===== src/rtl/vscale_alu_wb_buffer_if.sv =====
// ALU-to-writeback result buffer bus.
// Carries the producer handshake, the register-file write port, the operand bypass lookup and the occupancy.
// The buffer uses the slave view. The ALU side, writeback side and operand select use the master view.
interface vscale_alu_wb_buffer_if #(
    parameter int XPR_LEN        = 32,
    parameter int REG_ADDR_WIDTH = 5
);
    logic                      in_valid;
    logic                      in_ready;
    logic                      in_kill;
    logic [XPR_LEN-1:0]        in_data;
    logic [REG_ADDR_WIDTH-1:0] in_rd;
    logic                      in_wen;

    logic                      out_valid;
    logic                      out_ready;
    logic [XPR_LEN-1:0]        out_data;
    logic [REG_ADDR_WIDTH-1:0] out_rd;
    logic                      out_wen;

    logic [REG_ADDR_WIDTH-1:0] byp_rs1_addr;
    logic [REG_ADDR_WIDTH-1:0] byp_rs2_addr;
    logic                      byp_rs1_hit;
    logic                      byp_rs2_hit;
    logic [XPR_LEN-1:0]        byp_rs1_data;
    logic [XPR_LEN-1:0]        byp_rs2_data;

    logic [1:0]                count;

    modport slave (
        input  in_valid, in_kill, in_data, in_rd, in_wen,
        input  out_ready,
        input  byp_rs1_addr, byp_rs2_addr,
        output in_ready,
        output out_valid, out_data, out_rd, out_wen,
        output byp_rs1_hit, byp_rs2_hit, byp_rs1_data, byp_rs2_data,
        output count
    );

    modport master (
        output in_valid, in_kill, in_data, in_rd, in_wen,
        output out_ready,
        output byp_rs1_addr, byp_rs2_addr,
        input  in_ready,
        input  out_valid, out_data, out_rd, out_wen,
        input  byp_rs1_hit, byp_rs2_hit, byp_rs1_data, byp_rs2_data,
        input  count
    );
endinterface


===== src/rtl/vscale_alu_wb_buffer.sv =====
// Two-entry ALU result buffer in front of the register-file write port.
// Head (H) drives the write port. Tail (T) absorbs one cycle of writeback back-pressure.
// Both entries feed the operand bypass. The younger entry, T, has priority.
// The entry valid bits are implied by the state: H is valid in ONE and FULL, T is valid only in FULL.
module vscale_alu_wb_buffer #(
    parameter int XPR_LEN        = 32,
    parameter int REG_ADDR_WIDTH = 5
) (
    input  logic                    clk,
    input  logic                    reset_n,
    vscale_alu_wb_buffer_if.slave   bus
);

    typedef enum logic [1:0] {
        S_EMPTY = 2'd0,
        S_ONE   = 2'd1,
        S_FULL  = 2'd2
    } state_t;

    state_t                    r_state;
    state_t                    w_state_next;

    logic [XPR_LEN-1:0]        r_h_data;
    logic [REG_ADDR_WIDTH-1:0] r_h_rd;
    logic                      r_h_wen;
    logic [XPR_LEN-1:0]        r_t_data;
    logic [REG_ADDR_WIDTH-1:0] r_t_rd;
    logic                      r_t_wen;

    logic                      w_h_valid;
    logic                      w_t_valid;
    logic                      w_in_ready;
    logic                      w_push;
    logic                      w_pop;
    logic                      w_in_wen;
    logic                      w_load_h;
    logic                      w_load_t;
    logic                      w_move_t;

    assign w_h_valid  = (r_state != S_EMPTY);
    assign w_t_valid  = (r_state == S_FULL);

    // in_ready depends only on registered state.
    // There is deliberately no push/pop in the same cycle at FULL.
    assign w_in_ready = (r_state != S_FULL);
    assign w_push     = bus.in_valid & w_in_ready & ~bus.in_kill;
    assign w_pop      = w_h_valid & bus.out_ready;

    // A write to x0 is never useful, so its enable is dropped on capture.
    assign w_in_wen   = bus.in_wen & (bus.in_rd != '0);

    // Occupancy state register
    always_ff @(posedge clk or negedge reset_n) begin
        if (!reset_n) begin
            r_state <= S_EMPTY;
        end else begin
            r_state <= w_state_next;
        end
    end

    // Next-state and entry load/move strobes
    always_comb begin
        w_state_next = r_state;
        w_load_h     = 1'b0;
        w_load_t     = 1'b0;
        w_move_t     = 1'b0;
        case (r_state)
            S_EMPTY: begin
                if (w_push) begin
                    w_load_h     = 1'b1;
                    w_state_next = S_ONE;
                end
            end
            S_ONE: begin
                if (w_push && !w_pop) begin
                    w_load_t     = 1'b1;
                    w_state_next = S_FULL;
                end else if (w_push && w_pop) begin
                    // The head leaves and the new beat replaces it. Occupancy stays at one.
                    w_load_h     = 1'b1;
                end else if (w_pop) begin
                    w_state_next = S_EMPTY;
                end
            end
            S_FULL: begin
                if (w_pop) begin
                    w_move_t     = 1'b1;
                    w_state_next = S_ONE;
                end
            end
            default: begin
                w_state_next = S_EMPTY;
            end
        endcase
    end

    // Entry payload registers.
    // Popped entries keep their last payload and only lose validity.
    always_ff @(posedge clk or negedge reset_n) begin
        if (!reset_n) begin
            r_h_data <= '0;
            r_h_rd   <= '0;
            r_h_wen  <= 1'b0;
            r_t_data <= '0;
            r_t_rd   <= '0;
            r_t_wen  <= 1'b0;
        end else begin
            if (w_load_h) begin
                r_h_data <= bus.in_data;
                r_h_rd   <= bus.in_rd;
                r_h_wen  <= w_in_wen;
            end else if (w_move_t) begin
                r_h_data <= r_t_data;
                r_h_rd   <= r_t_rd;
                r_h_wen  <= r_t_wen;
            end
            if (w_load_t) begin
                r_t_data <= bus.in_data;
                r_t_rd   <= bus.in_rd;
                r_t_wen  <= w_in_wen;
            end
        end
    end

    // Operand bypass, one lookup per source operand.
    // The live input beat is not bypassed. An entry popping this cycle still supplies its value.
    logic [REG_ADDR_WIDTH-1:0] w_byp_addr [2];
    logic                      w_byp_hit  [2];
    logic [XPR_LEN-1:0]        w_byp_data [2];

    assign w_byp_addr[0] = bus.byp_rs1_addr;
    assign w_byp_addr[1] = bus.byp_rs2_addr;

    genvar gi;
    generate
        for (gi = 0; gi < 2; gi++) begin : g_byp
            logic w_match_h;
            logic w_match_t;
            assign w_match_h = w_h_valid & r_h_wen & (r_h_rd == w_byp_addr[gi]) & (w_byp_addr[gi] != '0);
            assign w_match_t = w_t_valid & r_t_wen & (r_t_rd == w_byp_addr[gi]) & (w_byp_addr[gi] != '0);
            assign w_byp_hit[gi]  = w_match_h | w_match_t;
            assign w_byp_data[gi] = w_match_t ? r_t_data :
                                    w_match_h ? r_h_data : '0;
        end
    endgenerate

    assign bus.in_ready     = w_in_ready;
    assign bus.out_valid    = w_h_valid;
    assign bus.out_data     = r_h_data;
    assign bus.out_rd       = r_h_rd;
    assign bus.out_wen      = r_h_wen;
    assign bus.byp_rs1_hit  = w_byp_hit[0];
    assign bus.byp_rs2_hit  = w_byp_hit[1];
    assign bus.byp_rs1_data = w_byp_data[0];
    assign bus.byp_rs2_data = w_byp_data[1];
    assign bus.count        = r_state;

endmodule


===== src/flat_wrapper.sv =====
// flat-port wrapper written by rule: the top's interface ports become plain ports
module vscale_alu_wb_buffer_flat 
#(
    parameter int XPR_LEN        = 32,
    parameter int REG_ADDR_WIDTH = 5
)
  (clk, reset_n, bus_in_valid, bus_in_kill, bus_in_data, bus_in_rd, bus_in_wen, bus_out_ready, bus_byp_rs1_addr, bus_byp_rs2_addr, bus_in_ready, bus_out_valid, bus_out_data, bus_out_rd, bus_out_wen, bus_byp_rs1_hit, bus_byp_rs2_hit, bus_byp_rs1_data, bus_byp_rs2_data, bus_count);
  vscale_alu_wb_buffer_if #(.XPR_LEN(XPR_LEN), .REG_ADDR_WIDTH(REG_ADDR_WIDTH)) bus_i ();
  input  logic clk;
  input  logic reset_n;
  input wire logic [$bits(bus_i.in_valid)-1:0] bus_in_valid;
  input wire logic [$bits(bus_i.in_kill)-1:0] bus_in_kill;
  input wire logic [$bits(bus_i.in_data)-1:0] bus_in_data;
  input wire logic [$bits(bus_i.in_rd)-1:0] bus_in_rd;
  input wire logic [$bits(bus_i.in_wen)-1:0] bus_in_wen;
  input wire logic [$bits(bus_i.out_ready)-1:0] bus_out_ready;
  input wire logic [$bits(bus_i.byp_rs1_addr)-1:0] bus_byp_rs1_addr;
  input wire logic [$bits(bus_i.byp_rs2_addr)-1:0] bus_byp_rs2_addr;
  output wire logic [$bits(bus_i.in_ready)-1:0] bus_in_ready;
  output wire logic [$bits(bus_i.out_valid)-1:0] bus_out_valid;
  output wire logic [$bits(bus_i.out_data)-1:0] bus_out_data;
  output wire logic [$bits(bus_i.out_rd)-1:0] bus_out_rd;
  output wire logic [$bits(bus_i.out_wen)-1:0] bus_out_wen;
  output wire logic [$bits(bus_i.byp_rs1_hit)-1:0] bus_byp_rs1_hit;
  output wire logic [$bits(bus_i.byp_rs2_hit)-1:0] bus_byp_rs2_hit;
  output wire logic [$bits(bus_i.byp_rs1_data)-1:0] bus_byp_rs1_data;
  output wire logic [$bits(bus_i.byp_rs2_data)-1:0] bus_byp_rs2_data;
  output wire logic [$bits(bus_i.count)-1:0] bus_count;
  assign bus_i.in_valid = bus_in_valid;
  assign bus_i.in_kill = bus_in_kill;
  assign bus_i.in_data = bus_in_data;
  assign bus_i.in_rd = bus_in_rd;
  assign bus_i.in_wen = bus_in_wen;
  assign bus_i.out_ready = bus_out_ready;
  assign bus_i.byp_rs1_addr = bus_byp_rs1_addr;
  assign bus_i.byp_rs2_addr = bus_byp_rs2_addr;
  assign bus_in_ready = bus_i.in_ready;
  assign bus_out_valid = bus_i.out_valid;
  assign bus_out_data = bus_i.out_data;
  assign bus_out_rd = bus_i.out_rd;
  assign bus_out_wen = bus_i.out_wen;
  assign bus_byp_rs1_hit = bus_i.byp_rs1_hit;
  assign bus_byp_rs2_hit = bus_i.byp_rs2_hit;
  assign bus_byp_rs1_data = bus_i.byp_rs1_data;
  assign bus_byp_rs2_data = bus_i.byp_rs2_data;
  assign bus_count = bus_i.count;
  vscale_alu_wb_buffer #(.XPR_LEN(XPR_LEN), .REG_ADDR_WIDTH(REG_ADDR_WIDTH)) u_core (.clk(clk), .reset_n(reset_n), .bus(bus_i));
endmodule

===== config.mk =====
export PLATFORM = sky130hd
export DESIGN_NAME = vscale_alu_wb_buffer_flat
export DESIGN_NICKNAME = d
export VERILOG_FILES = /design/src/rtl/vscale_alu_wb_buffer_if.sv /design/src/rtl/vscale_alu_wb_buffer.sv /design/src/flat_wrapper.sv
export SDC_FILE = /design/constraint.sdc
export NUM_CORES = 1
export LEC_CHECK = 0
export BUFFER_PORTS_ARGS = -buffer_cell sky130_fd_sc_hd__buf_4
export CORE_MARGIN = 5
export CORE_UTILIZATION = 55
export DETAILED_ROUTE_END_ITERATION = 12
export PLACE_DENSITY = 0.94
export SYNTH_ARGS = -nofsm -noshare
export SYNTH_HDL_FRONTEND = slang
export SYNTH_SLANG_ARGS = --single-unit

===== constraint.sdc =====
create_clock -name clk -period 6.2 [get_ports clk]
set_input_delay 1.24 -clock clk [delete_from_list [all_inputs] [get_ports clk]]
set_output_delay 1.24 -clock clk [all_outputs]
set_load 0.01 [all_outputs]

==> impl_metrics.json <==
{
  "cts.clk_slew.worst_paths_ns": 0.07,
  "max_slew_margin_pct": 25.6,
  "cts_setup_buffers": 0,
  "arrival_ns": 3.29,
  "dp_hpwl_mm": 9.70,
  "fin_skew_ns": 0.0139,
  "ff2ff_path_depth": 3,
  "core_area_sq_mm": 0.00881,
  "ys_ff_latch": 78,
  "outcome": "finished, final reports clean",
  "min_to": "u_core.bus.out_data[29]$_DFFE_PN0P_",
  "r2r-end": "u_core.r_t_data[14]$_DFFE_PN0P_",
  "grt_max_degree": 79,
  "holdBufCountCts": 0,
  "drt_pass1_iterations": 5,
  "grt_pass1_wl_mm": 23.1,
  "hold_violations": 0,
  "cts.repair.resized": 0,
  "grt_pass1_vias": 4475,
  "grt_usage_pct": 25.8,
  "cellPowerDensity_mw_per_mm2": 282,
  "period_share_pct": 73.1,
  "vdd_drop_max_uv": 218,
  "clk_latency_ns": 0.34,
  "cts_root_buf": "clkbuf_8",
  "cts_tree": "yes",
  "hold_path_class": "reg -> reg",
  "num_antenna_cells": 0,
  "yosysWarningCount": 0,
  "hp-start": "u_core.bus.out_data[29]$_DFFE_PN0P_",
  "antenna_found_initial": 0,
  "syn_area_sq_mm": 0.00501,
  "hold_depth": 2,
  "vias": 4238,
  "clkSinkCount": 78,
  "overflow": 0,
  "syn_avg_cell_area_sq_um": 10.9,
  "fillers": 624,
  "worst_setup_path_end_kind": "output port",
  "most-common-layout-cells": "163 x buf_4, 79 x nand2_1, 78 x dfrtp_1",
  "ys_seq_area_share_pct": 38.9,
  "io_buffers": 160,
  "dp_cells": 696,
  "gp_congestion": 0.860,
  "cap_violations": 0,
  "worstSetupStartpointType": "input port",
  "drc": 0,
  "numCtsBuffers": 9,
  "wl_mm": 14.4,
  "dieHeight_um": 105,
  "fin_setup_tns_ns": 0,
  "cp_max_fo": 33,
  "layout_commonest_cell": "buf_4",
  "cts.htree.levels": 3,
  "setup_viol": 0,
  "critPathRequiredTime_ns": 4.96,
  "p_leak_nw": 3.58,
  "maxSlewViolCount": 0,
  "tightest_slew_ns": 1.12,
  "critical_path_class": "in -> out",
  "wire_per_inst_um": 20.3,
  "viasPerCell": 5.95,
  "synth_cell_type_count": 39,
  "rsz0062_at_grt": "false",
  "drive_above_1_share_pct": 47.2,
  "syn-num-nets": 512,
  "period_needed_ns": 4.53,
  "cts_buffer_depth": 2,
  "r2r-start": "u_core.bus.count[1]$_DFFE_PN0P_",
  "floorplan.rows": 34,
  "fmax_mhz": 221,
  "final_cells": 712,
  "die_area_sq_mm": 0.0111,
  "area_growth_pct": 27.2,
  "drt_iter0_drc": 300,
  "start_util_pct": 56.9,
  "die_x_um": 105,
  "finalNetCount": 652,
  "pin_count": 161,
  "ff2ff_setup_slack_ns": 3.64,
  "synthCells": 459,
  "antenna_left": 0
}
[cells by family (layout without fill, tap and decap cells)]
kind of cell | after synthesis | in the layout | synth area share, %
and+or+nand+nor | 172 | 172 | 18.3
muxes | 101 | 101 | 26.4
buffers and inverters | 39 | 184 | 5.47
AOI/OAI and AO/OA | 49 | 49 | 7.44
xor gates and xnor gates | 20 | 20 | 3.49
DFF | 78 | 78 | 38.9
[how the worst max path moves through the flow]
stage / startpoint / to / slack, ns
3_5_place_dp: bus_byp_rs2_addr[1] / bus_byp_rs2_data[31] / 1.68
5_1_grt: bus_byp_rs2_addr[1] / bus_byp_rs2_data[31] / 1.63
4_1_cts: bus_byp_rs2_addr[1] / bus_byp_rs2_data[31] / 1.68
6_report: bus_byp_rs2_addr[1] / bus_byp_rs2_data[31] / 1.67
2_1_floorplan: bus_byp_rs1_addr[1] / bus_byp_rs1_data[10] / 2.30
3_3_place_gp: bus_byp_rs2_addr[1] / bus_byp_rs2_data[31] / 1.73
[final cells by class]
| class | count | area, sq um | area share [%] |
|---|---|---|---|
| clock inverter | 5 | 106 | 1.67 |
| tap | 108 | 135 | 2.12 |
| sequential | 78 | 1950 | 30.6 |
| timing repair buffer | 163 | 1220 | 19.2 |
| multi-input combinational | 342 | 2810 | 44.1 |
| inverter | 5 | 18.8 | 0.294 |
| clock buffer | 11 | 131 | 2.06 |
[metrics by stage]
step | util, % | cell area, sq um | setup slack [ns] | power (mW) | hold WS (ns)
6_report | 72.4 | 6380 | 1.67 | 1.80 | 0.519
5_1_grt | 72.4 | 6380 | 1.63 | 1.89 | 0.555
4_1_cts | 72.4 | 6380 | 1.68 | 1.80 | 0.519
3_5_place_dp | 69.7 | 6140 | 1.68 | 1.34 | 0.501
3_3_place_gp | 69.7 | 6140 | 1.73 | 1.30 | 0.492
2_1_floorplan | - | 5010 | 2.30 | 1.09 | 0.473
[routing by layer]
metal  vias up  part of all wire [%]  GRT usage (%)
met1      2085                    38           30.5
met5         -                     0              0
met4         0                   2.1           10.9
met3        27                   8.4           5.68
li1       1918                     -              -
met2       208                    51           45.3
[where the power goes]
| group | internal (mW) | total, mW | switching, mW |
|---|---|---|---|
| Clock | 0.270 | 0.456 | 0.187 |
| Sequential | 0.663 | 0.843 | 0.180 |
| Combinational | 0.254 | 0.499 | 0.245 |
| Total | 1.19 | 1.80 | 0.612 |
[critical path, stage by stage]
cell     delay [ns]
buf_4          0.13
or4_4          0.54
or2_4          0.27
nand3_4        0.51
mux2_2         0.41
buf_4          0.14
[synthesized netlist by cell type (all sizes together)]
library cell  instances  area, sq um
nor3b                 1         7.51
nand2                79          297
nand2b                3         18.8
nand3b                1         7.51
a211oi                1         7.51
xor2                 18          158
and3                 59          370
dfrtp                78         1950
nor2b                 2         12.5
a21oi                 4         23.8
o211a                 2         35.0
a22oi                37          278
mux2                 91         1220
and2                  1         6.26
buf                  17          191
xnor2                 2         17.5
o21ai                 3         15.0
or4                   3         30.0
o22ai                 1         6.26
nor2                  3         11.3
nand3                12         85.1
nor4                  4         37.5
clkbuf               17         63.8
mux2i                10          100
o21a                  1         7.51
and3b                 1         8.76
inv                   5         18.8
or2                   3         23.8
[state kept, by name (all words and copies together) (netlist names)]
name,cells
u_core.r_t_wen,1
u_core.r_t_data,32
u_core.bus.out_rd,5
u_core.bus.out_wen,1
u_core.bus.count,2
u_core.bus.out_data,32
u_core.r_t_rd,5
(Power assumes the default switching activity.)
